**src/rtl/div_pkg.sv**
```systemverilog
`default_nettype none
// ============================================================================
// Module      : div_pkg
// Description : Shared types and constants for the restoring divider.
// Revision    : 1.0
// ============================================================================
package div_pkg;

    typedef enum logic [1:0] {
        IDLE = 2'd0,
        CALC = 2'd1,
        FIX  = 2'd2,
        DONE = 2'd3
    } state_t;

    localparam int DW_DEFAULT = 8;
    localparam int VW_DEFAULT = 4;

    // Iteration counter must hold DW-1.
    function automatic int cnt_width(input int dw);
        return (dw > 1) ? $clog2(dw) : 1;
    endfunction

    localparam int CNT_W_DEFAULT = cnt_width(DW_DEFAULT);

endpackage
`default_nettype wire

```
**src/rtl/div_step.sv**
```systemverilog
`default_nettype none
// ============================================================================
// Module      : div_step
// Description : One combinational restoring-division step on magnitudes.
// Revision    : 1.0
// ============================================================================
module div_step #(
    parameter int DW = 8,
    parameter int VW = 4
) (
    input  logic [VW:0]   pr,
    input  logic [DW-1:0] q,
    input  logic [VW-1:0] d,
    output logic [VW:0]   pr_next,
    output logic [DW-1:0] q_next
);

    logic [VW+1:0] w_shift;
    logic [VW+1:0] w_trial;
    logic          w_neg;

    assign w_shift = {pr, q[DW-1]};
    assign w_trial = w_shift - {2'b00, d};
    assign w_neg   = (w_shift < {2'b00, d});

    // Partial remainder stays below the divisor magnitude, so VW+1 bits suffice.
    assign pr_next = (VW+1)'(w_neg ? w_shift : w_trial);
    assign q_next  = {q[DW-2:0], ~w_neg};

endmodule
`default_nettype wire

```
**src/rtl/restoring_divider.sv**
```systemverilog
`default_nettype none
// ============================================================================
// Module      : restoring_divider
// Description : Signed sequential restoring divider (control FSM + sign fixup).
// Revision    : 1.0
// ============================================================================
module restoring_divider
    import div_pkg::*;
#(
    parameter int DW = DW_DEFAULT,
    parameter int VW = VW_DEFAULT
) (
    input  logic          clk,
    input  logic          reset,
    input  logic          start,
    input  logic [DW-1:0] dividend,
    input  logic [VW-1:0] divisor,
    output logic          busy,
    output logic          done,
    output logic [DW-1:0] quotient,
    output logic [VW-1:0] remainder,
    output logic          dbz,
    output logic          ovf
);

    localparam int CW = cnt_width(DW);

    state_t        r_state;
    state_t        w_next;
    logic [CW-1:0] r_cnt;
    logic [VW:0]   r_pr;
    logic [DW-1:0] r_q;
    logic [VW-1:0] r_dvs;
    logic          r_neg_q;
    logic          r_neg_r;
    logic          r_ovf;

    logic [VW:0]   w_pr_next;
    logic [DW-1:0] w_q_next;
    logic          w_zero_div;
    logic          w_ovf_case;

    assign w_zero_div = (divisor == '0);
    assign w_ovf_case = (dividend == {1'b1, {(DW-1){1'b0}}}) && (divisor == '1);

    div_step #(.DW(DW), .VW(VW)) u_step (
        .pr      (r_pr),
        .q       (r_q),
        .d       (r_dvs),
        .pr_next (w_pr_next),
        .q_next  (w_q_next)
    );

    always_ff @(posedge clk or negedge reset) begin
        if (!reset) begin
            r_state <= IDLE;
        end else begin
            r_state <= w_next;
        end
    end

    always_comb begin
        w_next = r_state;
        case (r_state)
            IDLE: if (start) w_next = w_zero_div ? DONE : CALC;
            CALC: if (r_cnt == '0) w_next = FIX;
            FIX:  w_next = DONE;
            DONE: w_next = IDLE;
            default: w_next = IDLE;
        endcase
    end

    always_ff @(posedge clk or negedge reset) begin
        if (!reset) begin
            r_cnt     <= '0;
            r_pr      <= '0;
            r_q       <= '0;
            r_dvs     <= '0;
            r_neg_q   <= 1'b0;
            r_neg_r   <= 1'b0;
            r_ovf     <= 1'b0;
            busy      <= 1'b0;
            done      <= 1'b0;
            quotient  <= '0;
            remainder <= '0;
            dbz       <= 1'b0;
            ovf       <= 1'b0;
        end else begin
            busy <= (w_next == CALC) || (w_next == FIX);
            done <= (w_next == DONE);
            case (r_state)
                IDLE: begin
                    if (start && w_zero_div) begin
                        quotient  <= '0;
                        remainder <= '0;
                        dbz       <= 1'b1;
                        ovf       <= 1'b0;
                    end else if (start) begin
                        // Magnitudes are unsigned, so -2^(N-1) still fits.
                        r_q     <= dividend[DW-1] ? -dividend : dividend;
                        r_dvs   <= divisor[VW-1]  ? -divisor  : divisor;
                        r_neg_q <= dividend[DW-1] ^ divisor[VW-1];
                        r_neg_r <= dividend[DW-1];
                        r_ovf   <= w_ovf_case;
                        r_pr    <= '0;
                        r_cnt   <= CW'(DW-1);
                    end
                end
                CALC: begin
                    r_pr <= w_pr_next;
                    r_q  <= w_q_next;
                    if (r_cnt != '0) r_cnt <= r_cnt - CW'(1);
                end
                FIX: begin
                    quotient  <= r_neg_q ? -r_q : r_q;
                    remainder <= r_neg_r ? -r_pr[VW-1:0] : r_pr[VW-1:0];
                    dbz       <= 1'b0;
                    ovf       <= r_ovf;
                end
                default: ;
            endcase
        end
    end

endmodule
`default_nettype wire

```
**config.mk**
```make
export PLATFORM = sky130hd
export DESIGN_NAME = restoring_divider
export DESIGN_NICKNAME = d
export VERILOG_FILES = /design/src/rtl/div_pkg.sv /design/src/rtl/div_step.sv /design/src/rtl/restoring_divider.sv
export SDC_FILE = /design/constraint.sdc
export NUM_CORES = 1
export LEC_CHECK = 0
export CORE_ASPECT_RATIO = 0.5
export CORE_UTILIZATION = 50
export DETAILED_ROUTE_END_ITERATION = 6
export PLACE_DENSITY = 0.73
export SKIP_LAST_GASP = 1
export SLEW_MARGIN = 10
export SYNTH_ARGS = -nofsm -noshare
export SYNTH_HDL_FRONTEND = slang
export SYNTH_HIERARCHICAL = 1
export SYNTH_SLANG_ARGS = --single-unit
```
**constraint.sdc**
```tcl
create_clock -name clk -period 3.4 [get_ports clk]
set_input_delay 0.34 -clock clk [delete_from_list [all_inputs] [get_ports clk]]
set_output_delay 0.34 -clock clk [all_outputs]
set_load 0.02 [all_outputs]
```
==> flow_summary.ini <==
[final_layout]
drive_above_1_share_pct = 7.69
antennaDiodeCount = 0
multi_input_area_mm2 = 0.00123
area.growth.synth_to_final_pct = 14.6
fillers = 405
final_nets = 301
regArea_mm2 = 0.00103
layout.cells.non_filler = 339

[pwr]
peakVddDrop_v = 0.000392
p_total_mw = 2.61
p_per_area_mw_per_mm2 = 930
leakage_nw = 1.24

[synth]
ys_seq_elements = 41
ys_seq_area_share_pct = 41.8
synthArstFlopShare_pct = 100
syn_avg_cell_area_um2 = 9.73
yosysWarnings = 6
synth_edf_count = 0
synthesis.area_mm2 = 0.00245
synth_flop_cell = dfrtp_1
ys_types = 46
synth_cells = 252
syn-num-nets = 280

[clock_tree]
cts_tree = built
cts_resized = 0
h-tree-depth = 2
post_cts_buffers = 0
ctsRootBufferMaster = clkbuf_8
clock_path_buffers = 2
cts_buffers = 5
clkTransAtPathRegs_ns = 0.07
clkSinkCount = 41
clk_latency_ns = 0.29
hold_buffers = 0

[run]
drv_cap = 0

[die]
die_w_um = 101
ios = 31
core_area_mm2 = 0.00455
start_util_pct = 53.9
row_count = 17
die-area_mm2 = 0.00521
chipHeight_um = 51.5

[global_routing]
grt_pass1_vias = 1836
grt_max_degree = 42
grt_remaining_overflow = 0
gr-usage-all-layers_pct = 21.8
grt_pass1_wl_mm = 8.52
antenna_found_initial = 0

[detailed_routing]
first_pass_iters = 4
wl_mm = 4.95
via_per_inst = 5.46
postRouteAntennaNets = 0
wire_per_inst_um = 14.6
drtIter0Drc = 39
vias = 1852
drc = 0

[sta]
period_needed_ns = 2.61
max_freq_mhz = 383
skew_ns = 0.00489
tns_ns = 0
fin_crit_sh_pct = 76.7
max_slew_margin_pct = 37.7
setup_viol = 0
hold_slack_ns = 0.191
rsz0062_at_grt = no
finalHoldViolCount = 0
slew_viol_final = 0
worstMarginPinSlew_ns = 0.934

[setup_path]
cp_data_arrival_time_ns = 2.79
start_kind = flop
critical_path_class = reg2reg
cp.required_ns = 3.58
cp-end-kind = flop
cp_max_fo = 5

[place]
gp_congestion = 0.811
place_hpwl_mm = 3.75
portBuffers = 30
post-place-cells = 332

[worst_hold_path]
hold_path.class = in2async

[status]
status = completed
kinds of logic after synthesis:
family | share of synthesized area [%]
AOI/OAI and AO/OA | 19.0
and+or+nand+nor | 14.0
DFF | 41.8
buffers and inverters | 8.16
xor gates and xnor gates | 5.36
adders and majority gates | 6.94
muxes | 4.64
registers in the layout (all words and copies together) (netlist names), 2 cells and up:
register	count
quotient	8
r_cnt	3
r_q	8
r_state	2
r_pr	5
r_dvs	4
remainder	4
cell usage after synthesis (all sizes together) (6+ instances only):
library cell,instances,share of area (%)
inv,23,3.5
a21oi,10,2.0
nand2b,6,1.5
nand2,28,4.3
ha,12,6.1
buf,14,4.2
nor2b,6,1.5
xor2,10,3.6
dfrtp,41,42
o21ai,30,6.3
mux2i,8,3.3
o31ai,7,2.1
per-stage QoR:
| stage | setup WS, ns | area, um2 | util (%) |
|---|---|---|---|
| floorplan | 0.993 | 2450 | - |
| global placement | 0.676 | 2720 | 59.8 |
| detailed placement | 0.586 | 2720 | 59.8 |
| CTS | 0.770 | 2810 | 61.7 |
| global route | 0.665 | 2810 | 61.7 |
| finish | 0.792 | 2810 | 61.7 |
placed cells by master (no fill, tap or decap), drive strengths merged, types with 3 or more instances in the layout:
master and instances:
or3b 3, o21ai 30, nor2b 6, clkbuf 7, ha 12, inv 23
xnor2 5, xor2 10, a21oi 10, nand2 28, o31ai 7, dfrtp 41
clkdlybuf4s50 29, mux2i 8, nand3 3, nor2 5, nand2b 6, a22oi 5
a22o 5, mux2 3, nor3b 3
layer usage:
layer,global-route usage (%),wire [um],vias to the layer above
met5,0,0,-
met4,7.00,57,0
met3,6.45,200,7
met2,35.1,2230,25
met1,28.5,2460,907
li1,-,-,913
final timing paths:
check | from | to | slack (ns) | cells after the start
setup / recovery | r_q[7] | r_pr[1] | 0.79 | 8
hold / removal | reset | r_state[0] | 0.19 | 1
setup reg to reg | r_q[7] | r_pr[1] | 0.79 | 8
min in group clk | quotient[6] | quotient[6] | 0.48 | 2
hold reg to reg | quotient[6] | quotient[6] | 0.48 | 2
max in group asynchronous | reset | r_q[6] | 2.64 | 1
cell type report:
class | instances | share of cell area, %
tap | 66 | 2.94
clock buffer | 7 | 3.07
timing repair buffer | 31 | 10.8
sequential | 41 | 36.5
multi-input combinational | 171 | 43.6
inverter | 23 | 3.07
critical path, stage by stage, from the launching register on:
cell	delay [ns]
dfrtp_1	0.41
inv_1	0.10
ha_1	0.16
inv_1	0.05
fa_1	0.42
a21o_2	0.24
a2111oi_4	0.52
mux2_2	0.39
a22o_1	0.21
power breakdown:
| group | internal [mW] | switching [mW] |
|---|---|---|
| Clock | 0.161 | 0.158 |
| Combinational | 0.655 | 0.694 |
| Sequential | 0.714 | 0.231 |
| Total | 1.53 | 1.08 |
(Power assumes the default switching activity.)
==> variant 1, RTL diff (config.mk and constraints unchanged) <==
`DW_DEFAULT`: 8 -> 6.
--- a/src/rtl/div_pkg.sv
+++ b/src/rtl/div_pkg.sv
@@ -13,7 +13,7 @@
         DONE = 2'd3
     } state_t;
 
-    localparam int DW_DEFAULT = 8;
+    localparam int DW_DEFAULT = 6;
     localparam int VW_DEFAULT = 4;
 
     // Iteration counter must hold DW-1.
Ports: changed (resized dividend and quotient); port bits go from 31 to 27. The function was not compared with the original's and may differ.
==> variant 1 against the original RTL <==
- area after synthesis shrank 12%
- wire length shrank 11%
- maximum frequency is 0.83% higher
- via count fell by 11%
- setup slack better by 0.021 ns
- total power fell by 6.8%
- non-clock buffer count fell by 3
- sequential cell count fell by 4
- design area fell by 11%
- first-iteration DRC count is 120% higher
- sequential power fell by 12%
- clock power shrank 6.6%
- largest cell class unchanged
==> variant 1: results (changes against the original RTL) <==
status complete, no violations; GRT overflow 0 (unchanged); Hold Slack 0.489 ns (+0.298 ns); Mean Syn Cell Area 9.71 um^2 (-0.27%); Async S/R FF share, synth 100% (unchanged); DP Wirelength 3260 um (-13%); top flop regs quotient (6), r_q (6), r_pr (5); Fin. Hold Viols 0 (unchanged); metal1 wirelength 2280 um (-7.4%); Post-synth top cells 37 x dfrtp_1, 26 x nand2_1, 20 x o21ai_0; placed cell count 292 (-12%); largest net degree at the start of global routing 21 (-50%); M3 GR Usage 5.97% (-0.48 points); post-route clock period utilization 76.1% (-0.63 points); Least-Margin Pin Slew 0.941 ns (+0.00721 ns); Met2 Routed Length 1870 um (-16%); routed wl met3 203 um (+1.5%); number of fill cells 340 (-16%); Global Route Usage Sum 21.9% (+0.14 points); initial antenna violation count 0 (unchanged); Area after DPL 0.00242 mm^2 (-11%); met2 Use GR 31.7% (-3.5 points); hold crit path type register to register; critical path class register to register; first-pass GRT wire length 7560 um (-11%); critical path arrival 2.77 ns (-0.02 ns); Max Clock Skew 0.00627 ns (+0.00138 ns); final WL 4420 um (-11%); layout net count 271 (-10%); GPL Wtd Cong 0.858 (+5.7%); Worst VDD drop 0.360 mV (-8.4%); ys flop type dfrtp_1; share of cells above drive strength 1 9.35% (+1.7 points); via density per instance 5.48 (+0.37%); worst r2r src r_q[5]$_DFFE_PN0P_; maximum fanout along the worst path 5 (unchanged); vias in the first global route 1,625 (-11%); Post-CTS Resized 0 (unchanged); sequential area share after synthesis 43.0% (+1.1 points); CTS Buf Count 5 (unchanged); Leak Pwr 1.13 nW (-8.7%); pre-CTS setup slack 0.855 ns (+0.269 ns); Synth cell types 43 (-6.5%); net count after synthesis 248 (-11%); IO buf count 26 (-13%); GR Layer Usage met1 31.4% (+2.9 points); Worst R2R End r_pr[1]$_DFFE_PN0P_; 1st-iter DRT viols 86 (+120%); Hold Path End quotient[2]$_DFFE_PN0P_; top cells by area, synth dfrtp_1 43%, ha_1 7.0%, o21ai_0 4.6%, nand2_1 4.5%, inv_1 3.3%; storage element area 926 um^2 (-9.8%); TritonRoute pass-1 iters 4 (unchanged); Avg WL per Cell 14.7 um (+0.77%); Reg clk slew, reported paths 0.07 ns (about the same); setup slack, reg-to-reg 0.81 ns (+0.02 ns)
==> variant 1: kinds of logic after synthesis <==
| group | synth area share [%] |
|---|---|
| xor gates and xnor gates | 4.06 |
| and+or+nand+nor | 14.1 |
| adders and majority gates | 7.90 |
| DFF | 43.0 |
| AOI/OAI and AO/OA | 18.9 |
| muxes | 5.05 |
| buffers and inverters | 7.03 |
==> variant 1: report_power, final <==
| group | total (mW) | internal, mW | switching [mW] | leakage (nW) |
|---|---|---|---|---|
| sequential | 0.830 | 0.640 | 0.189 | 0.461 |
| clock | 0.298 | 0.142 | 0.156 | 0.0450 |
| combinational | 1.31 | 0.612 | 0.694 | 0.627 |
| total | 2.43 | 1.39 | 1.04 | 1.13 |
==> variant 1: cell type report <==
cell class	instances	area share, %
Sequential cell	37	37.0
Tap cell	54	2.70
Timing Repair Buffer	28	11.0
Clock buffer	6	2.90
Clock inverter	2	0.400
Inverter	20	3.00
Multi-Input combinational cell	153	43.0
==> variant 2, RTL diff (same settings) <==
Made on the original files. Register the output `ovf` once more, with the module's reset; this adds one clock of latency there. The other outputs are not delayed to match.
--- a/src/rtl/restoring_divider.sv
+++ b/src/rtl/restoring_divider.sv
@@ -24,6 +24,8 @@
 );
 
     localparam int CW = cnt_width(DW);
+
+    logic ovf_s0;
 
     state_t        r_state;
     state_t        w_next;
@@ -84,7 +86,7 @@
             quotient  <= '0;
             remainder <= '0;
             dbz       <= 1'b0;
-            ovf       <= 1'b0;
+            ovf_s0    <= 1'b0;
         end else begin
             busy <= (w_next == CALC) || (w_next == FIX);
             done <= (w_next == DONE);
@@ -94,7 +96,7 @@
                         quotient  <= '0;
                         remainder <= '0;
                         dbz       <= 1'b1;
-                        ovf       <= 1'b0;
+                        ovf_s0    <= 1'b0;
                     end else if (start) begin
                         // Magnitudes are unsigned, so -2^(N-1) still fits.
                         r_q     <= dividend[DW-1] ? -dividend : dividend;
@@ -115,13 +117,21 @@
                     quotient  <= r_neg_q ? -r_q : r_q;
                     remainder <= r_neg_r ? -r_pr[VW-1:0] : r_pr[VW-1:0];
                     dbz       <= 1'b0;
-                    ovf       <= r_ovf;
+                    ovf_s0    <= r_ovf;
                 end
                 default: ;
             endcase
         end
     end
 
+    always_ff @(posedge clk or negedge reset) begin
+        if (!reset) begin
+            ovf <= '0;
+        end else begin
+            ovf <= ovf_s0;
+        end
+    end
+
 endmodule
 `default_nettype wire
 
Behaviour: no difference found for any inputs over 10 cycles, from zero or initial values and one cycle with reset low; that may be too few to reach the edited logic, so the function may still have changed.
==> variant 2 against the original RTL <==
- setup slack better by 0.016 ns
- synthesized cell count up 0.79%
- design area is 1.7% higher
- total power rose by 2.4%
- wire length is 1.1% lower
- sequential cell count up 1
- area after synthesis up 1.2%
==> variant 2: results (changes against the original RTL) <==
1st-iter DRT viols 79 (+100%); Leak Pwr 1.26 nW (+1.3%); first-pass GRT wire length 8540 um (+0.16%); net count after synthesis 282 (+0.71%); GPL Wtd Cong 0.794 (-2.1%); Hold Slack 0.160 ns (-0.0310 ns); post-synthesis mux area share 4.59% (-0.054 points); Avg WL per Cell 14.3 um (-2.0%); Max Clock Skew 0.00533 ns (+0.000439 ns); top cells by area, synth dfrtp_1 42%, ha_1 6.1%, o21ai_1 4.8%, nand2_1 4.2%, inv_1 3.6%; Rel. slew slack 39.9% (+2.2 points); CP endpoint r_pr[2]$_DFFE_PN0P_; Area after DPL 0.00276 mm^2 (+1.4%); Synth Area in XOR/XNOR 4.94% (-0.42 points); Compound-Gate Fraction of Synth Area 19.5% (+0.43 points); adder-cell area share of the yosys netlist 6.86% (-0.080 points); Synth cell types 44 (-4.3%); Global Route Usage Sum 21.8% (about the same); layout net count 303 (+0.66%); largest net degree at the start of global routing 43 (+2.4%); vias in the first global route 1,816 (-1.1%); status complete, no violations; Post-Syn Instances 254 (+0.79%); placed cell count 334 (+0.60%); share of cells above drive strength 1 7.61% (-0.084 points); setup slack, reg-to-reg 0.81 ns (+0.02 ns); pre-CTS setup slack 0.836 ns (+0.250 ns)
[variant 2: cell count changes after synthesis, moves of 2 or more]
cell / unedited run / this run
o21ai_1: 0 / 24
o21ai_0: 29 / 7
a21o_1: 0 / 2
buf_6: 2 / 0
nor2_1: 5 / 7
or3b_1: 0 / 2
or3b_2: 2 / 0
[variant 2: layout make-up]
class                   count  area [um^2]
fillers                   408         1720
clock inverters             2         12.5
well taps                  66         82.6
multi-input cells         171         1240
inverters                  24         90.1
clock buffers               6         82.6
repair buffers             31          303
flip-flops and latches     42         1050
[variant 2: power by group]
group | internal, mW | total [mW] | switching (mW)
Combinational | 0.668 | 1.37 | 0.700
Sequential | 0.732 | 0.966 | 0.235
Clock | 0.163 | 0.340 | 0.177
[variant 2: metal layers]
metal | wire, um | global-route usage [%]
met5 | 0 | 0
met2 | 2250 | 35.6
met4 | 70 | 7.97
met1 | 2390 | 28.8
met3 | 188 | 4.84
